`src/rtl/rob_param.sv`:
```
// -----------------------------------------------------------------------------
// rob_param -- parameterised reorder buffer for a renaming out-of-order core.
//
// The ROB holds one entry per in-flight instruction. Each entry stores the
// logical destination, the newly allocated physical tag and the physical tag
// it replaced, plus a "done" flag set by execution completion. Entries retire
// in program order from the head. Entries are allocated at the tail.
//
// Head and tail are IDX_W+1 bit pointers. The MSB is a wrap bit, so full and
// empty can be told apart without a separate counter.
//
// Ports
//   clk, rst                  single clock, synchronous active-high reset
//   rob_dis_vld_i             dispatch request
//   rob_dis_logic_dest_i      logical destination of the dispatching op
//   rob_dis_dest_tag_i        new physical tag (from the freelist)
//   rob_dis_old_tag_i         previous mapping (from the map table)
//   rob_dis_rdy_o             an entry is free (registered full only)
//   rob_dis_idx_o             index the current dispatch is written to
//   rob_cmpl_vld_i/_idx_i     execution-complete strobe and ROB index
//   rob_ret_vld_o             head entry is done and may retire
//   rob_ret_rdy_i             retire consumer accepts the head entry
//   rob_ret_logic_dest_o,
//   rob_ret_dest_tag_o,
//   rob_ret_old_tag_o         fields of the head entry (always presented)
//   rob_sq_vld_i/_idx_i       mispredict: drop every entry younger than idx
//   rob_flush_i               full flush; overrides every other request
//   rob_full_o, rob_empty_o   occupancy flags
//   rob_cnt_o                 occupancy, 0..ROB_DEPTH
// -----------------------------------------------------------------------------
module rob_param #(
  parameter int ROB_DEPTH = 32,
  parameter int TAG_W     = 6,
  parameter int ARF_W     = 5,
  localparam int IDX_W    = $clog2(ROB_DEPTH)
) (
  input  logic             clk,
  input  logic             rst,

  input  logic             rob_dis_vld_i,
  input  logic [ARF_W-1:0] rob_dis_logic_dest_i,
  input  logic [TAG_W-1:0] rob_dis_dest_tag_i,
  input  logic [TAG_W-1:0] rob_dis_old_tag_i,
  output logic             rob_dis_rdy_o,
  output logic [IDX_W-1:0] rob_dis_idx_o,

  input  logic             rob_cmpl_vld_i,
  input  logic [IDX_W-1:0] rob_cmpl_idx_i,

  output logic             rob_ret_vld_o,
  input  logic             rob_ret_rdy_i,
  output logic [ARF_W-1:0] rob_ret_logic_dest_o,
  output logic [TAG_W-1:0] rob_ret_dest_tag_o,
  output logic [TAG_W-1:0] rob_ret_old_tag_o,

  input  logic             rob_sq_vld_i,
  input  logic [IDX_W-1:0] rob_sq_idx_i,

  input  logic             rob_flush_i,

  output logic             rob_full_o,
  output logic             rob_empty_o,
  output logic [IDX_W:0]   rob_cnt_o
);

  // Elaboration-time guard on the geometry the pointer arithmetic relies on.
  if (ROB_DEPTH < 4 || (ROB_DEPTH & (ROB_DEPTH - 1)) != 0) begin : g_bad_depth
    $error("rob_param: ROB_DEPTH must be a power of two and at least 4");
  end

  localparam logic [IDX_W:0] PTR_ONE = {{IDX_W{1'b0}}, 1'b1};

  // ---------------------------------------------------------------------------
  // State
  // ---------------------------------------------------------------------------
  logic [IDX_W:0]     head_ptr, tail_ptr;
  logic [IDX_W:0]     head_nxt, tail_nxt;
  logic [ROB_DEPTH-1:0] done_q, done_nxt;

  logic [ARF_W-1:0]   ent_logic_dest [ROB_DEPTH];
  logic [TAG_W-1:0]   ent_dest_tag   [ROB_DEPTH];
  logic [TAG_W-1:0]   ent_old_tag    [ROB_DEPTH];

  logic [IDX_W-1:0]   head_idx, tail_idx;
  logic               head_wrap;

  assign head_idx  = head_ptr[IDX_W-1:0];
  assign tail_idx  = tail_ptr[IDX_W-1:0];
  assign head_wrap = head_ptr[IDX_W];

  // ---------------------------------------------------------------------------
  // Occupancy
  // ---------------------------------------------------------------------------
  logic [IDX_W:0] cnt;
  logic           full, empty;

  // Modulo-2^(IDX_W+1) subtraction gives 0..ROB_DEPTH directly.
  assign cnt   = tail_ptr - head_ptr;
  assign full  = (tail_idx == head_idx) && (tail_ptr[IDX_W] != head_wrap);
  assign empty = (tail_ptr == head_ptr);

  // Age of an index relative to the head (0 = oldest). An index is live when
  // its age is below the occupancy; this handles wrap without extra compares.
  function automatic logic [IDX_W:0] age_of(input logic [IDX_W-1:0] idx,
                                            input logic [IDX_W-1:0] hd);
    logic [IDX_W-1:0] diff;
    diff = idx - hd;
    return {1'b0, diff};
  endfunction

  logic [IDX_W:0] cmpl_age, sq_age;
  logic           cmpl_live, sq_live;

  assign cmpl_age  = age_of(rob_cmpl_idx_i, head_idx);
  assign sq_age    = age_of(rob_sq_idx_i, head_idx);
  assign cmpl_live = cmpl_age < cnt;
  assign sq_live   = rob_sq_vld_i && (sq_age < cnt);

  // ---------------------------------------------------------------------------
  // Request qualification. Flush outranks everything; a live squash drops the
  // same-cycle dispatch and any completion aimed at an entry it removes.
  // ---------------------------------------------------------------------------
  logic squash_go, dis_go, ret_go, cmpl_go;

  assign squash_go = !rob_flush_i && sq_live;
  assign dis_go    = rob_dis_vld_i && !full && !rob_flush_i && !sq_live;
  assign ret_go    = rob_ret_vld_o && rob_ret_rdy_i;
  assign cmpl_go   = rob_cmpl_vld_i && !rob_flush_i && cmpl_live &&
                     !(sq_live && (cmpl_age > sq_age));

  // The squash point's wrap bit: an index at or above the head index sits in
  // the head's lap, one below it has wrapped into the next lap.
  logic [IDX_W:0] sq_ptr;

  assign sq_ptr = {(rob_sq_idx_i >= head_idx) ? head_wrap : !head_wrap,
                   rob_sq_idx_i};

  // ---------------------------------------------------------------------------
  // Next-state logic
  // ---------------------------------------------------------------------------
  always_comb begin
    // NOTE: every signal written here gets a default first so no path leaves
    // it unassigned, which would otherwise infer a latch.
    head_nxt = head_ptr;
    tail_nxt = tail_ptr;
    done_nxt = done_q;

    if (rob_flush_i) begin
      head_nxt = '0;
      tail_nxt = '0;
      done_nxt = '0;
    end else begin
      if (ret_go) begin
        head_nxt = head_ptr + PTR_ONE;
      end

      if (squash_go) begin
        tail_nxt = sq_ptr + PTR_ONE;
      end else if (dis_go) begin
        tail_nxt = tail_ptr + PTR_ONE;
      end

      // Order matters: a retire clears the head even if it also completes
      // this cycle; a dispatch always starts its entry not-done.
      if (cmpl_go) begin
        done_nxt[rob_cmpl_idx_i] = 1'b1;
      end
      if (ret_go) begin
        done_nxt[head_idx] = 1'b0;
      end
      if (dis_go) begin
        done_nxt[tail_idx] = 1'b0;
      end
    end
  end

  // ---------------------------------------------------------------------------
  // Registers
  // ---------------------------------------------------------------------------
  always_ff @(posedge clk) begin
    // NOTE: sequential state uses non-blocking assignments so every register
    // samples the pre-edge values regardless of statement order.
    if (rst) begin
      head_ptr <= '0;
      tail_ptr <= '0;
      done_q   <= '0;
      // NOTE: the entry storage is cleared on reset because the retire data
      // outputs expose entry[head] unconditionally and must read 0 after reset;
      // this costs a reset on every storage flop rather than a plain RAM.
      for (int i = 0; i < ROB_DEPTH; i++) begin
        ent_logic_dest[i] <= '0;
        ent_dest_tag[i]   <= '0;
        ent_old_tag[i]    <= '0;
      end
    end else begin
      head_ptr <= head_nxt;
      tail_ptr <= tail_nxt;
      done_q   <= done_nxt;
      if (dis_go) begin
        ent_logic_dest[tail_idx] <= rob_dis_logic_dest_i;
        ent_dest_tag[tail_idx]   <= rob_dis_dest_tag_i;
        ent_old_tag[tail_idx]    <= rob_dis_old_tag_i;
      end
    end
  end

  // ---------------------------------------------------------------------------
  // Outputs
  // ---------------------------------------------------------------------------
  // Ready is derived from the registered full flag only; a retire in the same
  // cycle does not open a slot until the next cycle.
  assign rob_dis_rdy_o = !full;
  assign rob_dis_idx_o = tail_idx;

  assign rob_ret_vld_o        = !empty && done_q[head_idx] && !rob_flush_i;
  assign rob_ret_logic_dest_o = ent_logic_dest[head_idx];
  assign rob_ret_dest_tag_o   = ent_dest_tag[head_idx];
  assign rob_ret_old_tag_o    = ent_old_tag[head_idx];

  assign rob_full_o  = full;
  assign rob_empty_o = empty;
  assign rob_cnt_o   = cnt;

endmodule

```
`config.mk`:
```
export PLATFORM = sky130hd
export DESIGN_NAME = rob_param
export DESIGN_NICKNAME = d
export VERILOG_FILES = /design/src/rtl/rob_param.sv
export SDC_FILE = /design/constraint.sdc
export NUM_CORES = 1
export LEC_CHECK = 0
export BUFFER_PORTS_ARGS = -buffer_cell sky130_fd_sc_hd__buf_4
export CAP_MARGIN = 10
export CORE_UTILIZATION = 28
export DETAILED_ROUTE_END_ITERATION = 10
export PLACE_DENSITY = 0.42
export SYNTH_ARGS = -nofsm -noshare
export SYNTH_HDL_FRONTEND = slang
export SYNTH_SLANG_ARGS = --single-unit
```
`constraint.sdc`:
```
create_clock -name clk -period 14.5 [get_ports clk]
set_input_delay 0.725 -clock clk [delete_from_list [all_inputs] [get_ports clk]]
set_output_delay 0.725 -clock clk [all_outputs]
set_load 0.02 [all_outputs]
```
==> results of run 1 <==
[worst max-delay path, cell delays in order, from the launching register on]
cell	delay, ns
dfxtp_1	0.98
ha_1	0.33
fa_1	0.48
ha_1	0.31
a21o_1	0.15
a21oi_1	0.21
or2_2	0.15
a311o_1	0.55
and2_4	0.66
buf_4	0.70
nor4_1	0.21
or2_2	0.57
[registers in the layout, summed over array words and instances, names as in the netlist, named ones only]
register / flops
tail_ptr: 6
ent_dest_tag: 192
ent_old_tag: 192
ent_logic_dest: 160
head_ptr: 6
done_q: 32
[synthesized netlist by cell type, types with 9 or more instances]
master      n  share of area
nand2_1    73         0.0095
a21o_1     17         0.0044
xnor2_1    14         0.0043
nor2_1    277          0.036
buf_1      44         0.0057
buf_6      10         0.0039
a21oi_1    47         0.0082
inv_1      24         0.0031
o21ai_0    16         0.0028
edfxtp_1  544           0.57
nor4_1    224          0.049
and3_1     23         0.0050
nor2_2     10         0.0022
mux4_2    178           0.14
nand2b_1   33         0.0072
nor3_1     69          0.012
ha_1       29          0.013
clkbuf_1  173          0.023
or2_2      37         0.0081
xor2_1      9         0.0027
and2_1     39         0.0085
a211oi_1   10         0.0026
nand3_1    81          0.014
dfxtp_1    49          0.034
mux2_2     18         0.0071
[metal layers]
layer / global-route usage / vias to the layer above
li1: - / 8154
met1: 0.2697 / 9905
met2: 0.3089 / 794
met3: 0.03667 / 134
met4: 0.05228 / 2
met5: 0 / -
[power breakdown]
group | switching (mW) | internal, mW
sequential | 0.0174 | 1.92
combinational | 0.222 | 0.0752
clock | 0.732 | 1.01
[worst max path at each step]
stage,startpoint,slack [ns],cells past startpoint,end
finish,head_ptr[0],8.82,11,ent_logic_dest[16][1]
CTS,head_ptr[0],8.76,11,ent_old_tag[16][5]
detailed placement,head_ptr[0],8.76,11,ent_old_tag[16][2]
global route,head_ptr[0],8.42,11,ent_dest_tag[16][5]
floorplan,tail_ptr[0],9.64,16,ent_dest_tag[31][0]
global placement,head_ptr[0],8.87,11,ent_logic_dest[16][4]
[final cells by class]
type | count | area [um^2]
fill | 10004 | 69190
sequential | 593 | 17330
multi-input combinational | 1278 | 10390
clock buffer | 87 | 1922
tap | 1368 | 1712
timing repair buffer | 107 | 803.3
clock inverter | 40 | 297.8
inverter | 25 | 93.84
[logic make-up (layout without fill, tap and decap cells)]
group,Yosys count,in the layout
adder cells (fa/ha/maj),33,33
buffers and inverters,259,259
XOR/XNOR,24,24
AO/OA/AOI/OAI,123,123
AND/OR/NAND/NOR,901,901
multiplexers,197,197
flip-flops,593,593
[through the flow]
| step | instance area (um^2) | hold WS (ns) |
|---|---|---|
| 2_1_floorplan | 28730 | 0.4833 |
| 3_3_place_gp | 30330 | 0.5020 |
| 3_5_place_dp | 30330 | 0.5056 |
| 4_1_cts | 32550 | 0.5138 |
| 5_1_grt | 32550 | 0.5350 |
| 6_report | 32550 | 0.5107 |
==> results.md, run 1 <==
Clock network:
- For this design, the sink count on the clock tree is 593.
- Clock tree synthesis inserted a total of 72 buffers.
- The root buffer cell is clkbuf_16.
- The clock-pin slew of the registers on the worst-case setup and hold paths is 0.06 ns.
- The number of setup buffers added after CTS is 0.
- The clock latency on the worst-skew pair is 0.61 ns.
- The number of hold buffers added after CTS was 0.
- The H-tree was split into 3 levels.
- The worst-case clock buffer depth is 3.
- Post-CTS repair changed the size of 0 cells.
- The TritonCTS clock tree is yes.

Synthesis:
- The number of library cell types mapped by synthesis is 61.
- The share of the synthesized netlist area taken by xor and xnor gates is 0.007578.
- The portion of the post-synthesis area used by sequential elements is 0.6028.
- The flip-flop and latch count after synthesis is 593.
- The cell count after synthesis came out at 2130.
- The per-instance average area after synthesis is 13.49 um^2.
- Of the total synthesized cell area, the portion taken by AND, OR, NAND and NOR gates is 0.1619.
- The share of flip-flops with an asynchronous set or reset after synthesis is 0.
- The net count after synthesis is 2196.
- The synthesized netlist occupies a cell area of 0.02873 mm^2.
- The number of warning messages in the yosys log is 0.
- The post-synthesis compound-gate area fraction is 0.02853.
- The number of flops mapped to enable cells by yosys is 544.
- After synthesis, the share of cell area in mux cells is 0.1470.
- For this run, the leading register cell type out of synthesis is edfxtp_1.
- Of the total synthesized cell area, the portion taken by full adders, half adders and majority gates is 0.01507.
- The dominant combinational cell family by area after synthesis is simple AND/OR/NAND/NOR gates.

GRT:
- Global routing finished with a remaining overflow of 0.
- The number of global-route vias before repair is 19439.
- The global-route total usage across every layer is 0.1941.
- The global-route wire length before repair is 144300 um.
- Entering global routing, the biggest net connects 101 pins.
- The number of antenna violations at the first check in global routing is 2.

Setup path:
- The startpoint of the worst-slack reg-to-reg timing path is head_ptr[0].
- The largest fanout on the critical path is 75.
- The element type at the critical path start is a register.
- The register-to-register setup slack is 8.82 ns.
- The nature of the critical path endpoint is a register.
- For the worst flop-to-flop path, the logic depth is 11.
- STA puts the critical path data arrival time at 5.96 ns.
- For the worst setup path, the data required time is 14.78 ns.
- The endpoint identified for the worst register-to-register timing path is ent_logic_dest[16][1].
- The critical path class is register to register.

Cells and area:
- In the layout the commonest cells are 544 x edfxtp_1, 274 x nor2_1, 224 x nor4_1, 178 x mux4_2, 107 x buf_4.
- The proportion of layout cells with a drive suffix above 1 is 0.2249.
- The library cell used most frequently in the layout, excluding fill and tap cells, is edfxtp_1.
- The number of antenna diodes in the final layout is 0.
- The area growth from synthesis to layout is 13.30%.
- The final layout contains 2143 nets.
- The post-layout instance count excluding filler cells is 3498.
- The final core utilization is 0.3199.

Hold path:
- The capture endpoint of the worst hold path is done_q[23].
- The tightest min-delay check is of the register to register type.
- The worst hold path startpoint is done_q[23].
- The worst hold path passes through 2 cells.

Pwr:
- IR analysis of the VDD net gives a maximum drop of 0.00007595 V.
- The overall power is 3.977 mW.
- In this run the static leakage power is 10.18 nW.
- Power spread over the standard cell area amounts to 122.2 mW/mm^2.

Drt:
- The detailed-routed wire length on met2 is 46990 um.
- The routed design uses 7056 um of met3 wire.
- The via density per instance is 5.429.
- The post-route DRC violation count is 0.
- The number of violations reported at the end of detailed-routing iteration 0 is 1951.
- In the final routed layout, each cell accounts on average for 28.81 um.
- The detailed-routing iteration count for the pre-antenna-repair pass is 7.
- Once detail routing completed, the nets flagged for antenna violations numbered 0.
- Wires add up to 100800 um.
- The length of routed wiring on met1 is 44650 um.
- In this run the top signal layer used is met5.
- The via count is 18989.

Place:
- The setup slack at placement is 8.760 ns.
- In this run the tool buffered the top-level ports with 65 buffer cells.
- The half-perimeter wire length of the detailed placement result is 60190 um.
- Routability-driven placement finished with a final weighted congestion of 0.7984.
- The instance count after placement with tap cells included is 3371.

Timing:
- Setup violations remaining at the end of the flow were counted as 0.
- The measured slew at the worst slew-check pin is 1.169 ns.
- The final setup slack of the worst path is 8.820 ns.
- Setup repair after global routing left no endpoint under its margin.
- The aggregate negative setup slack is 0 ns.
- The setup clock skew after layout is 0.01915 ns.
- The final-report hold violation count came to 0.
- The worst max-slew margin expressed relative to the limit is 0.2206.
- Timing would allow up to 0.1761 GHz.
- The minimum clock period is 5.680 ns.
- Dividing the final minimum period by the clock period gives 0.3917.
- The number of max-slew violations in the final report is 0.

Status:
- The run finished with clean final reports.

Floorplan:
- The die boundary width is 322.3 um.
- The die area is 0.1039 mm^2.
- The area of the core is 0.1017 mm^2.
- The vertical die dimension is 322.3 um.
- The number of placement rows is 117.
- The initial core utilization is 0.2824.
- The number of top-level design ports is 66.

Flow run:
- The total of max-cap violations is 0.
Note: power is estimated with default switching activity, not from simulation.
==> inputs of run 2 (changes only) <==
==> constraint.sdc (replaced) <==
create_clock -name clk -period 5.7 [get_ports clk]
set_input_delay 0.285 -clock clk [delete_from_list [all_inputs] [get_ports clk]]
set_output_delay 0.285 -clock clk [all_outputs]
set_load 0.02 [all_outputs]
==> run 2 against run 1 <==
Against the previous run: non-clock buffer count grew 16; core utilization rose by 0.25 points; combinational power rose to 2.6 times the previous value; sequential power grew to 2.5 times the previous value; first-iteration DRC count is 12% lower; maximum frequency grew 12%; worst setup slack got worse by 8.2 ns; clock skew shrank 0.00054 ns; routed wire length up 1.0%; final area rose by 0.79%; register-to-register slack worse by 8.2 ns; largest cell class unchanged; highest routed layer unchanged.
==> results.md, run 2 (synthesis results as in run 1) <==
Status:
- The run finished with clean final reports.

Floorplan:
- The area of the core is 0.1017 mm^2.
- In this run the vertical extent of the chip is 322.3 um.
- The die boundary width is 322.3 um.
- After floorplanning, the core was divided into 117 placement rows.
- During I/O placement, the number of pins put on the boundary was 66.
- The die covers 0.1039 mm^2.
- The initial utilization of the core area, before any placement, comes to 0.2824.

Pwr:
- Of the total power, combinational logic draws 0.075.
- The cell area power density is 312.7 mW/mm^2.
- Across the VDD grid, the largest voltage drop is 0.0002003 V.
- The net switching power of the design is 2.514 mW.
- The leakage power is 10.31 nW.
- The share of total power dissipated in sequential elements is 0.479.
- The internal power is 7.744 mW.
- The fraction of power consumed by the clock network is 0.445.
- The switching portion of total power is 0.2451.

Cells and area:
- The count of inserted antenna diode cells is 0.
- Of the cells placed in the final design, the portion with a size suffix greater than 1 is 0.2286.
- The cell area after layout is 0.03281 mm^2.
- From synthesis to final layout, the design area changed by 14.19%.
- The top cell types in the final layout, fill and taps aside, are 544 x edfxtp_1, 274 x nor2_1, 224 x nor4_1, 178 x mux4_2, 118 x buf_4.
- Summing all multi-input logic gate instances after layout gives 0.01038 mm^2.
- The number of filler instances in the final layout is 10069.
- The largest registers in the layout are ent_dest_tag x192, ent_old_tag x192, ent_logic_dest x160.
- In the final layout, flip-flops and latches occupy 0.01733 mm^2.
- The number of nets in the final layout is 2160.
- The most common library cell in the layout ignoring fill and taps is edfxtp_1.

Setup path:
- The worst setup path is captured at a register.
- STA puts the critical path data arrival time at 5.38 ns.
- Data on the critical path is required at its endpoint by 6.01 ns.
- The largest individual stage delay along the critical path comes from the cell buf_4.
- The signal on the critical path passes through inv_1 > fa_1 > ha_1 > a21o_1 > a21oi_1 > or2_2 > a311o_1 > and2_4 > buf_4 > buf_4 > nor4_1.
- On the critical path the largest part of the delay comes from buffers and inverters.
- The cell with the most instances on the worst path is buf_4.
- The element type at the critical path start is a register.
- The worst setup path is of the register to register kind.
- The number of buffers and inverters on the critical path is 3.
- For this run, the slowest stage of the critical path takes 0.69 ns.
- Along the worst path, the maximum fanout reaches 72.

Place:
- The congestion estimate from routability-driven global placement came to 0.7840.
- The count of buffers inserted at the top-level ports is 65.
- The HPWL after detailed placement is 61170 um.
- In this run the cell area measured after placement is 0.03050 mm^2.

GRT:
- The global-route total usage across every layer is 0.1955.
- The met1 usage is 0.2727.
- The number of global-route vias before repair came to 19404.
- met2 is the most crowded layer.
- Entering global routing, the biggest net connects 191 pins.
- The first global-routing pass estimated 145000 um of wire.
- In the global route stage, met2 resource usage came out at 0.3127.
- The total global routing overflow is 0.
- The met3 routing resource usage after global routing is 0.03064.
- The number of antenna violations at the first check in global routing came to 4.

Clock network:
- The tree built by TritonCTS fans out to 593 sinks.
- Buffers added to address setup during post-CTS repair amount to 0.
- TritonCTS built the clock tree.
- In this run the clock root is driven by a clkbuf_16.
- The total of cells resized after clock tree synthesis is 0.
- Hold repair after CTS inserted 0 buffers.
- The clock-pin slew of the registers on the worst-case setup and hold paths is 0.06 ns.
- For the worst-skew pair, the clock arrives at the later sink with an insertion delay of 0.62 ns.
- The deepest level of the CTS H-tree is 3.
- The clock passes through at most 3 buffers.
- The number of buffers created by CTS is 73.

Drt:
- The remaining antenna violation count after routing is 0.
- The post-route DRC violation count is 0.
- The detail-routed net length per standard cell is 28.91 um.
- The total wire length after detailed routing is 101800 um.
- The via count is 19211.
- The number of violations reported at the end of detailed-routing iteration 0 is 1723.
- The detailed-routing iteration count for the pre-antenna-repair pass is 6.
- Dividing the detail-routed via count by the number of cells gives 5.458.

Timing:
- The number of max-slew violations in the final report is 0.
- In this run the tightest slew margin relative to its limit is 0.1082.
- Setup violations remaining at the end of the flow were counted as 0.
- At the pin with the least slew margin, the transition time is 1.334 ns.
- The final-report hold violation count is 0.
- The final critical-path share of the clock period is 0.8897.
- After routing, the total negative slack on setup checks comes to 0 ns.
- The maximum clock rate is 0.1972 GHz.
- Between clock sinks in the finished design, the worst skew comes to 0.01861 ns.
- Setup repair after global routing left no endpoint under its margin.
- The minimum clock period is 5.071 ns.

Hold path:
- The type of the most critical hold path is input pin to register.

Flow run:
- The total of max-cap violations is 0.
-- run 2: layout make-up --
class / count / share of cell area
Inverter: 25 / 0.002861
Tap cell: 1368 / 0.05218
Clock inverter: 37 / 0.01034
Clock buffer: 96 / 0.05992
Sequential cell: 593 / 0.5282
Multi-Input combinational cell: 1278 / 0.3164
Timing Repair Buffer: 123 / 0.03005
-- run 2: worst min-delay path, stage by stage --
cell      delay, ns
buf_4          0.10
xnor2_1        0.07
nor3_1         0.13
a211oi_1       0.07
-- run 2: layer usage --
metal / part of all wire / up-vias
met5: 0.00013 / -
met2: 0.47 / 738
met1: 0.44 / 10126
met3: 0.061 / 148
li1: - / 8197
met4: 0.027 / 2
-- run 2: power groups by stage --
stage / Clock, mW / Sequential (mW) / Combinational (mW)
floorplan: 0 / 4.99 / 0.453
global placement: 0 / 5.00 / 0.772
detailed placement: 0 / 5.01 / 0.778
CTS: 4.66 / 4.92 / 0.779
global route: 4.79 / 4.93 / 0.817
finish: 4.57 / 4.92 / 0.773
-- run 2: path summary, 6_finish.rpt --
check	cells after the start	from	endpoint	slack, ns
max	11	head_ptr[1]	ent_old_tag[29][0]	0.63
min	4	rob_sq_idx_i[4]	tail_ptr[4]	0.08
max reg2reg	11	head_ptr[1]	ent_old_tag[29][0]	0.63
min reg2reg	2	done_q[23]	done_q[23]	0.51
-- run 2: stage by stage --
step	utilization	cells	setup slack, ns	hold WS [ns]	total power [mW]
5_1_grt	0.3224	3520	0.3093	0.08724	10.54
2_1_floorplan	-	2130	0.8355	0.4833	5.443
3_3_place_gp	0.2998	3387	0.8122	0.5006	5.773
6_report	0.3224	3520	0.6288	0.08201	10.26
4_1_cts	0.3224	3520	0.6848	0.04980	10.36
3_5_place_dp	0.2998	3387	0.7012	0.5056	5.788
==> inputs of run 3 (changes only) <==
--- a/config.mk
+++ b/config.mk
@@ -10,6 +10,7 @@
 export CORE_UTILIZATION = 28
 export DETAILED_ROUTE_END_ITERATION = 10
 export PLACE_DENSITY = 0.42
+export REMOVE_ABC_BUFFERS = 1
 export SYNTH_ARGS = -nofsm -noshare
 export SYNTH_HDL_FRONTEND = slang
 export SYNTH_SLANG_ARGS = --single-unit
==> constraint.sdc (replaced) <==
create_clock -name clk -period 5.7 [get_ports clk]
set_input_delay 1.14 -clock clk [delete_from_list [all_inputs] [get_ports clk]]
set_output_delay 1.14 -clock clk [all_outputs]
set_load 0.02 [all_outputs]
==> run 3 against run 2 <==
Against the previous run: maximum frequency grew 5.2%; combinational power shrank 0.9%; die area is the same; worst hold slack gained 0.43 ns; final area shrank 0.69%; sequential power is essentially flat; clock power shrank 8.8%; clock-buffer cell count shrank 6; clock skew grew 0.0084 ns; first-iteration DRC count shrank 4.3%; global-route usage shrank 0.28 points.
==> results.md, run 3 (synthesis results as in run 1) <==
Cells and area:
- The most common library cell in the layout ignoring fill and taps is edfxtp_1.
- The number of antenna diodes in the final layout is 0.
- The area growth from synthesis to layout is 13.40%.
- In the layout the commonest cells are 544 x edfxtp_1, 274 x nor2_1, 224 x nor4_1, 178 x mux4_2, 134 x buf_4.
- The proportion of layout cells with a drive suffix above 1 is 0.2323.
- The largest registers in the layout are ent_dest_tag x192, ent_old_tag x192, ent_logic_dest x160.
- The number of nets in the final layout is 2165.
- The final core utilization is 0.3202.

Setup path:
- The register-to-register setup slack is 0.88 ns.
- The critical path runs through a total of 16 cells.
- The startpoint of the worst-slack reg-to-reg timing path is head_ptr[2].
- STA puts the critical path data required time at 6.21 ns.
- The signal on the critical path passes through inv_1 > ha_1 > xnor2_1 > inv_1 > ha_1 > a21oi_1 > a21o_1 > a311o_1 > and2_4 > nand2_1 > mux2_2 > ha_1 > nand3_1 > xnor2_1 > nor3_1 > a211oi_1.
- The critical path contains buffers and inverters numbering 2 combined.
- The cell that appears most often on the critical path is ha_1.
- Among all stages on the critical path, the largest delay is contributed by dfxtp_1.
- Tracing the worst setup path back leads to its startpoint at head_ptr[2].
- The worst setup path is launched from a register.
- The critical path is of the register to register type.
- The stage delay of the slowest cell on the critical path is 0.57 ns.
- Data arrives at the worst endpoint at 5.33 ns.
- The depth of the worst register-to-register path is 16.
- In this run the critical register-to-register path is captured at tail_ptr[4].
- Among cell families on the critical path, the largest total delay comes from adder cells.
- The nature of the critical path endpoint is a register.
- The most critical setup path has its endpoint at tail_ptr[4].
- In this run the worst path has a maximum fanout of 23.

Place:
- The setup slack at placement is 0.5483 ns.
- The count of buffers added on input and output ports is 65.
- The HPWL after detailed placement is 62660 um.
- At the end of routability-driven placement, the weighted congestion stood at 0.8773.

Pwr:
- Of the total power, combinational logic draws 0.078.
- The share of total power dissipated in sequential elements is 0.499.
- The peak ir drop on the vdd network is 0.0001638 V.
- The cell area power density is 302.5 mW/mm^2.
- Of the total power, the share spent switching nets is 0.2478.
- Overall power consumption after layout is estimated at 9.853 mW.
- The internal power of the cells totals 7.412 mW.
- The share of total power dissipated in the clock network is 0.423.
- In this run the static leakage power is 10.23 nW.
- The analysis attributes to net switching a power of 2.441 mW.

Floorplan:
- The initial core utilization is 0.2824.
- The number of top-level design ports is 66.
- The vertical die dimension is 322.3 um.
- After floorplanning, the core was divided into 117 placement rows.
- The die boundary width is 322.3 um.
- The die area is 0.1039 mm^2.
- The area of the core is 0.1017 mm^2.

Timing:
- Once routing completed, OpenROAD measured the worst setup slack at 0.8787 ns.
- The final-report hold violation count is 0.
- At the pin with the least slew margin, the transition time is 1.247 ns.
- Setup violations remaining at the end of the flow were counted as 0.
- The final critical-path share of the clock period is 0.8459.
- Across the routed clock network, the largest skew measured is 0.02699 ns.
- Setup repair after global routing left no endpoint under its margin.
- Counting I/O delays and the setup requirement, the final critical path takes 4.821 ns.
- Summed over all failing endpoints, the final setup total negative slack is 0 ns.
- The final hold slack is 0.5170 ns.
- The worst max-slew margin expressed relative to the limit is 0.1689.
- The number of max-slew violations in the final report came to 0.
- The maximum clock rate is 0.2074 GHz.

Clock network:
- The H-tree was split into 3 levels.
- For the worst-skew pair, the clock arrives at the later sink with an insertion delay of 0.63 ns.
- The clock-pin slew of the registers on the worst-case setup and hold paths is 0.06 ns.
- In this run, post-CTS repair resized a total of 0 instances.
- TritonCTS built the clock tree.
- Once the clock tree was built, the setup fixing pass inserted 0 buffers.
- The clock passes through at most 3 buffers.
- The number of hold buffers added after cts is 0.
- In this run, CTS created clock tree buffers numbering 66.
- In this run the clock root is driven by a clkbuf_16.
- The number of clock sinks seen by CTS is 593.

Drt:
- In this run the remaining antenna-violating nets after routing total 0.
- After detailed routing, the total wire length is 100200 um.
- After detailed routing, the number of remaining DRC violations is 0.
- After the first detailed-routing iteration, the DRC count stood at 1649.
- The detailed-routing iteration count for the pre-antenna-repair pass is 7.
- Using the TritonRoute via totals, the vias-per-cell ratio works out to 5.437.
- For this block, the via count after detailed routing is 19138.
- Dividing the detail-routed wire length by the instance count gives 28.46 um.

Hold path:
- The worst hold path belongs to the class register to register.

Status:
- The flow ran to the end, and the final reports show no timing, DRC or antenna violations.

Flow run:
- The tool flagged a number of max-cap violations equal to 0.

GRT:
- The maximum number of pins on one net before global-route repair is 91.
- The number of antenna violations at the first check in global routing is 1.
- The total global routing overflow is 0.
- The number of global-route vias before repair was 19469.
- The first global-routing pass estimated 143500 um of wire.
- For this run, the total global-route usage over all layers was measured as 0.1927.
==> run 3: tightest hold or removal path, delay by kind of cell, from the launching register on <==
kind	cells	cell delay, ns
AO/OA/AOI/OAI	1	0.11
flip-flops	1	0.31
AND/OR/NAND/NOR	1	0.06
==> run 3: metal layers <==
metal | up-vias | global-route usage | wire length (um) | share of wire
met5 | - | 0 | 7 | 0.000070
met4 | 2 | 0.07302 | 3328 | 0.033
met3 | 157 | 0.03020 | 6124 | 0.061
met2 | 747 | 0.3179 | 48510 | 0.48
met1 | 10052 | 0.2542 | 42190 | 0.42
li1 | 8180 | - | - | -
==> run 3: worst min-delay path by stage <==
stage | from | endpoint | slack (ns) | depth (start not counted)
final | done_q[2] | done_q[2] | 0.52 | 2
after detailed placement | done_q[2] | done_q[2] | 0.51 | 2
after global placement | done_q[30] | done_q[30] | 0.50 | 2
after CTS | done_q[2] | done_q[2] | 0.51 | 2
after global routing | done_q[2] | done_q[2] | 0.54 | 2
after floorplan | done_q[7] | done_q[7] | 0.48 | 2
==> run 3: layout make-up <==
class / count / area, um^2
Clock buffer: 90 / 1773
Inverter: 25 / 93.84
Sequential cell: 593 / 17330
Timing Repair Buffer: 135 / 1026
Fill cell: 10080 / 69160
Clock inverter: 31 / 264.0
Tap cell: 1368 / 1712
Multi-Input combinational cell: 1278 / 10380
==> run 3: power by group through the flow <==
stage	combinational [mW]	clock, mW	sequential (mW)
final	0.766	4.17	4.92
after detailed placement	0.770	0	5.01
after CTS	0.772	4.25	4.92
after global placement	0.768	0	5.00
after global routing	0.809	4.40	4.93
after floorplan	0.381	0	5.00
==> run 3: stage by stage <==
step / std cells / area (um^2)
2_1_floorplan: 1896 / 27750
3_3_place_gp: 3399 / 30540
3_5_place_dp: 3399 / 30540
4_1_cts: 3520 / 32580
5_1_grt: 3520 / 32580
6_report: 3520 / 32580
